===== src/rtl/relogio_ctrl.sv =====
`timescale 1ns/1ps
`default_nettype none
// +--------------------------------------------------------------------------+
// | relogio_ctrl                                                             |
// | 1 Hz prescaler, button debounce and run/set sequencing for the clock.    |
// | Revision: 1.0                                                            |
// +--------------------------------------------------------------------------+
module relogio_ctrl #(
  parameter int CLK_HZ     = 50_000_000,
  parameter int DEB_CYCLES = 1_000_000
) (
  input  logic       maqs_clock,
  input  logic       maqs_reset,
  input  logic       btn_modo,
  input  logic       btn_inc,
  input  logic       inc_minuto_in,
  input  logic       inc_hora_in,
  output logic       tick_1hz,
  output logic       seg_en,
  output logic       min_en,
  output logic       hora_en,
  output logic       seg_clr,
  output logic [1:0] modo,
  output logic       blink
);

  localparam int c_PW = $clog2(CLK_HZ);
  localparam int c_DW = $clog2(DEB_CYCLES + 1);
  localparam logic [c_PW-1:0] c_PRESC_MAX = c_PW'(CLK_HZ - 1);
  localparam logic [c_PW-1:0] c_PRESC_HALF = c_PW'(CLK_HZ / 2);
  localparam logic [c_DW-1:0] c_DEB_LAST = c_DW'(DEB_CYCLES - 1);

  typedef enum logic [1:0] {
    S_RUN  = 2'b00,
    S_HORA = 2'b01,
    S_MIN  = 2'b10
  } state_t;

  state_t          r_state;
  logic [c_PW-1:0] r_presc;
  logic            r_tick;
  logic            r_seg_clr;
  logic [1:0]      w_btn_raw;
  logic [1:0]      w_press;
  logic            w_inc_ok;

  assign w_btn_raw = {btn_inc, btn_modo};

  // Index 0 is the mode button, index 1 the increment button.
  genvar gi;
  generate
    for (gi = 0; gi < 2; gi++) begin : g_btn
      logic            r_s1;
      logic            r_s2;
      logic            r_deb;
      logic            r_deb_d;
      logic            r_press;
      logic [c_DW-1:0] r_cnt;

      always_ff @(posedge maqs_clock or negedge maqs_reset) begin
        if (!maqs_reset) begin
          r_s1    <= 1'b0;
          r_s2    <= 1'b0;
          r_deb   <= 1'b0;
          r_deb_d <= 1'b0;
          r_press <= 1'b0;
          r_cnt   <= '0;
        end else begin
          r_s1    <= w_btn_raw[gi];
          r_s2    <= r_s1;
          if (r_s2 != r_deb) begin
            if (r_cnt == c_DEB_LAST) begin
              r_deb <= r_s2;
              r_cnt <= '0;
            end else begin
              r_cnt <= r_cnt + c_DW'(1);
            end
          end else begin
            r_cnt <= '0;
          end
          r_deb_d <= r_deb;
          r_press <= r_deb & ~r_deb_d;
        end
      end

      assign w_press[gi] = r_press;
    end
  endgenerate

  always_ff @(posedge maqs_clock or negedge maqs_reset) begin
    if (!maqs_reset) begin
      r_state   <= S_RUN;
      r_presc   <= '0;
      r_tick    <= 1'b0;
      r_seg_clr <= 1'b0;
    end else begin
      r_seg_clr <= 1'b0;
      r_tick    <= (r_presc == c_PRESC_MAX);
      r_presc   <= (r_presc == c_PRESC_MAX) ? '0 : r_presc + c_PW'(1);
      case (r_state)
        S_RUN:  if (w_press[0]) r_state <= S_HORA;
        S_HORA: if (w_press[0]) r_state <= S_MIN;
        S_MIN: begin
          // Leaving set mode restarts the second so the first tick is a full period away.
          if (w_press[0]) begin
            r_state   <= S_RUN;
            r_seg_clr <= 1'b1;
            r_presc   <= '0;
            r_tick    <= 1'b0;
          end
        end
        default: r_state <= S_RUN;
      endcase
    end
  end

  // A mode press in the same cycle swallows the increment.
  assign w_inc_ok = w_press[1] & ~w_press[0];

  always_comb begin
    seg_en  = 1'b0;
    min_en  = 1'b0;
    hora_en = 1'b0;
    case (r_state)
      S_RUN: begin
        seg_en  = r_tick;
        min_en  = r_tick & inc_minuto_in;
        hora_en = r_tick & inc_minuto_in & inc_hora_in;
      end
      S_HORA:  hora_en = w_inc_ok;
      S_MIN:   min_en  = w_inc_ok;
      default: ;
    endcase
  end

  assign tick_1hz = r_tick;
  assign seg_clr  = r_seg_clr;
  assign modo     = r_state;
  assign blink    = (r_state == S_RUN) || (r_presc < c_PRESC_HALF);

endmodule
`default_nettype wire


===== config.mk =====
export PLATFORM = sky130hd
export DESIGN_NAME = relogio_ctrl
export DESIGN_NICKNAME = d
export VERILOG_FILES = /design/src/rtl/relogio_ctrl.sv
export SDC_FILE = /design/constraint.sdc
export NUM_CORES = 1
export LEC_CHECK = 0
export ABC_CLOCK_PERIOD_IN_PS = 2700
export CAP_MARGIN = 10
export CORE_ASPECT_RATIO = 1.5
export CORE_MARGIN = 2
export CORE_UTILIZATION = 45
export DETAILED_ROUTE_END_ITERATION = 10
export PLACE_DENSITY = 0.72
export SYNTH_ARGS = -nofsm -noshare
export SYNTH_HDL_FRONTEND = slang
export SYNTH_SLANG_ARGS = --single-unit
export TNS_END_PERCENT = 30

===== constraint.sdc =====
create_clock -name maqs_clock -period 2.7 [get_ports maqs_clock]
set_clock_uncertainty 0.1 [all_clocks]
set_input_delay 0.405 -clock maqs_clock [delete_from_list [all_inputs] [get_ports maqs_clock]]
set_output_delay 0.405 -clock maqs_clock [all_outputs]
set_load 0.05 [all_outputs]

# Word-level counts from Yosys, hierarchy flattened
# Index checks and enable logic that the tools add are counted.
[classes]
addsub = 3
n_lt_le_gt_ge = 1
n_eq_ne = 10
muxes = 18
bitwise = 8
n_reduce_logical = 5
[op_table]
columns = ["cell", "n"]
rows = [
  ["2-to-1 mux 20 bit", 4],
  ["2-to-1 mux 26 bit", 3],
  ["adder 20 x 1 -> 20 bit (second input constant)", 2],
  ["== test 20 bit (second input constant)", 2],
  ["adder 26 x 1 -> 26 bit (second input constant)", 1],
  ["== test 26 bit (second input constant)", 1],
  ["less-than comparator 26 x 25 -> 1 bit (second input constant)", 1],
  ["2-to-1 mux 2 bit", 3],
  ["inequality test 2 bit (second input constant)", 3],
  ["one-hot mux 2 bit (3 select lines)", 1],
  ["bitwise AND 1 bit", 5],
  ["2-to-1 mux 1 bit", 5],
  ["one-hot mux 1 bit (2 select lines)", 2],
  ["AND reduction 2 bit", 2],
  ["NOT 1 bit", 3],
  ["AND reduction 3 bit", 1],
  ["== test 2 x 1 -> 1 bit (second input constant)", 1],
  ["== test 2 bit (second input constant)", 1],
  ["zero test 2 bit", 1],
  ["inequality test 1 bit", 2],
  ["logical OR 1 bit", 1],
]
[word_totals]
register_bits = 80
in_bits = 6
out_inout_bits = 8
elab_cells = 61

# Logic depth before layout (Yosys ltp)
[depth]
word_depth = 4
mapped_depth = 6
mapped_depth_nobuf = 5

# Worst setup path after synthesis
# No wires, ideal clock.
[synth_timing]
path_type = "register to output"
startpoint = "register r_state[1] (netlist: modo[1])"
endpoint = "output seg_en"
arrival_time_ns = 1.978
required_ns = 2.195
setup_slack_ns = 0.217
path_stages_with_launch = 3
path_buffers = 1
path_cell_list = "dfrtp_1 > clkbuf_1 > nor3b_1"
[synth_between]
elab_chain_len = 2
[synth_lines]
columns = ["item", "line_no", "text"]
rows = [
  ["from (decl)", "39", "state_t r_state;"],
  ["from (signal assigned)", "92", "r_state <= S_RUN;"],
  ["from (signal assigned)", "101", "S_RUN: if (w_press[0]) r_state <= S_HORA;"],
  ["from (signal assigned)", "102", "S_HORA: if (w_press[0]) r_state <= S_MIN;"],
  ["zero test 2 bit", "124", "case (r_state)"],
  ["2-to-1 mux 1 bit", "124", ""],
  ["to (decl)", "19", "output logic seg_en,"],
]
# Every way passes these cells.

# Worst setup path after layout
# Ends and elaborated chain as after synthesis.

==> impl_results.md <==
* Outcome: finished, final reports clean
* Root Driver: clkbuf_16
* Maximum VDD drop at 0.397 mV
* Placed cell area at 4190 um2
* Largest net degree at the start of global routing at 45
* CP Cell Sequence: nor3b_1, clkdlybuf4s50_1
* Final HPWL DP at 5190 um
* Library cells used by synthesis at 42
* Final Setup Violations at 0
* CTS Buffer Depth at 2
* Crit-path leading delay family: buffers and inverters
* Fin nets at 427
* GRT Util Overall at 0.182
* Register bit count reported by yosys at 80
* Total Neg Setup Slack at 0 ps
* Mapped Cells at 399
* Post-route design area at 4500 um2
* Final Slew Violations at 0
* Clk sink count at 80
* Die Wd at 80.1 um
* Post-route ant nets at 0
* Post-CTS Setup Inserts at 0
* Critical path required time at 2190 ps
* Starting Density at 0.464
* Count of final hold-check violations at 0
* Share of cells above drive strength 1 at 0.0900
* Clk_lat worst skew at 340 ps
* Worst EP arrival at 1910 ps
* Area grow syn2layout at 15.1%
* Core area at 8410 um2
* I/O Buffers at 13
* Synth Flop Type: dfrtp_1
* Unrepaired setup endpoints after global routing: false
* CP peak stage delay at 840 ps
* Initial antenna violation count at 0
* DP Worst Slack at 510 ps
* CP Class: flop to primary output
* First-pass GRT wire length at 13,700 um
* Net Count, Synth at 409
* Number of enable flip-flop cells after synthesis at 0
* Mapped Avg Cell Area at 9.79 um2
* Die Area at 9460 um2
* Vias in the first global route at 3,105
* Synth area leader: dfrtp_1
* Maxcap violations at 0
* Hold WC Path Type: flop to flop
* Violation count after the first detailed-route iteration at 144
* Pleak at 1.85 nW
* Final critical-path required period at 2410 ps
* Layout fillers at 754
* Syn Std Cell Area at 3910 um2
* Final Wtd Congestion at 0.807
* Drc violations at 0
* Tightest Pin Transition at 627 ps
* # IOs at 14
* Area contributors post-synth: dfrtp_1, nor2_1, xor2_1
* Setup ws final at 286 ps
* CP Capture Type: primary output
* Post-synthesis sequential area ratio at 0.512
* Drt wl/cell at 14.4 um
* Max Fanout on Critical Path at 10
* CP max stage cell: clkdlybuf4s50_1
* Ys Warns at 0
* Number of CTS-inserted buffers at 9
* Clk slew on worst S/H paths at 60 ps
* Number of buffers and inverters on the critical path at 1
* DR vias/cell at 5.71
* Final wirelength at 7630 um
* Fin crit share at 0.894
* DRT Pass-1 Iters at 4
* Fmax at 414 MHz
* H-tree depth at 3
* Synth top area share at 0.512
* Die Y at 118 um
* Max-slew headroom at 0.579
* Overflow after GRT at 0
* Ys async rst share at 1.00
* Hold_ws at 255 ps
* Ant. Diodes at 0
* FP Rows at 41
* CP Launch Type: flop
* Via count at 3,018
* CTS tree: yes
* Power density cells at 556 nW/um2
* Final Core Density at 0.535
-- cells by family (layout without fill, tap and decap cells) --
group,Yosys count,after routing,share of synthesized area
DFF,80,80,0.512
xor gates and xnor gates,36,36,0.0807
AOI/OAI and AO/OA,64,64,0.0957
muxes,2,2,0.00576
adders and majority gates,4,4,0.0128
buffers and inverters,25,48,0.0256
and+or+nand+nor,188,188,0.267
-- routing by layer --
layer	vias up	global-route usage	wire, um
met4	0	0.0784	157
met2	62	0.303	3930
met5	-	0	0
li1	1471	-	-
met3	16	0.0521	301
met1	1469	0.216	3240
-- stage by stage --
| step | power, mW | instances |
|---|---|---|
| detailed placement | 1.31 | 512 |
| finish | 2.50 | 529 |
| CTS | 2.54 | 529 |
| global route | 2.60 | 529 |
| global placement | 1.31 | 512 |
| floorplan | 1.26 | 399 |
-- area by class of cell --
type	count	area, um2	share of cell area
Tap cell	107	134	0.0298
Inverter	11	41.3	0.00918
Clock buffer	11	243	0.0539
Multi-Input combinational cell	294	1820	0.404
Clock inverter	5	56.3	0.0125
Timing Repair Buffer	21	208	0.0462
Sequential cell	80	2000	0.445
-- cells in the mapped netlist (all sizes together) (4+ instances only) --
cell type / instances
o31ai: 11
or3: 16
nor3: 7
a21oi: 30
nand2: 20
dfrtp: 80
buf: 5
o21ai: 16
or4: 12
xnor2: 16
clkbuf: 9
nand3: 27
inv: 11
nor2b: 4
and3: 8
nor2: 47
xor2: 20
nor4: 5
nand4: 20
and4: 6
ha: 4
-- path summary, 6_finish.rpt --
kind / startpoint / to / slack, ps / cells past startpoint
hold reg to reg: g_btn[1].r_s1$_DFF_PN0_ / g_btn[1].r_s2$_DFF_PN0_ / 250 / 0
setup / recovery: modo[1]$_DFFE_PN0P_ / seg_en / 290 / 2
max in group asynchronous: maqs_reset / g_btn[1].r_cnt[4]$_DFF_PN0_ / 1400 / 3
min in group asynchronous: maqs_reset / r_presc[22]$_DFF_PN0_ / 480 / 2
hold / removal: g_btn[1].r_s1$_DFF_PN0_ / g_btn[1].r_s2$_DFF_PN0_ / 250 / 0
setup reg to reg: g_btn[1].r_cnt[0]$_DFF_PN0_ / g_btn[1].r_cnt[18]$_DFF_PN0_ / 510 / 5
-- report_power, final --
group / switching (mW) / internal [mW] / leakage, nW / total [mW]
clock network: 0.474 / 0.739 / 0.145 / 1.21
registers: 0.0129 / 1.21 / 1.09 / 1.22
logic: 0.0421 / 0.0225 / 0.619 / 0.0646
total: 0.529 / 1.97 / 1.85 / 2.50
-- repair_timing --
item / in CTS / in global routing
resized for setup: 0 / 0
setup endpoints to repair: 0 / 0
hold buffers: 1 / 0
hold endpoints to repair: 36 / 0
-- registers in the layout (all words and copies together), names as in the netlist --
name,flops
g_btn.r_cnt,40
r_presc,26
g_btn.r_deb,2
g_btn.r_deb_d,2
g_btn.r_press,2
g_btn.r_s1,2
g_btn.r_s2,2
modo,2
seg_clr,1
tick_1hz,1
-- layout by cell type, fill, tap and decap left out, drive strengths merged, types with 3 or more instances in the layout --
cell	instances
buf	11
nand3	27
or4b	3
ha	4
nor2b	4
nor3	7
clkinv	3
and3	8
o21ai	16
clkdlybuf4s50	9
nand2	20
clkbuf	11
nand4	20
xor2	20
a21oi	30
inv	11
nor2	47
or4	12
xnor2	16
o31ai	11
or3	16
dfrtp	80
nor4	5
nand2b	3
nor4b	3
and4	6
Note: power is estimated with default switching activity, not from simulation.
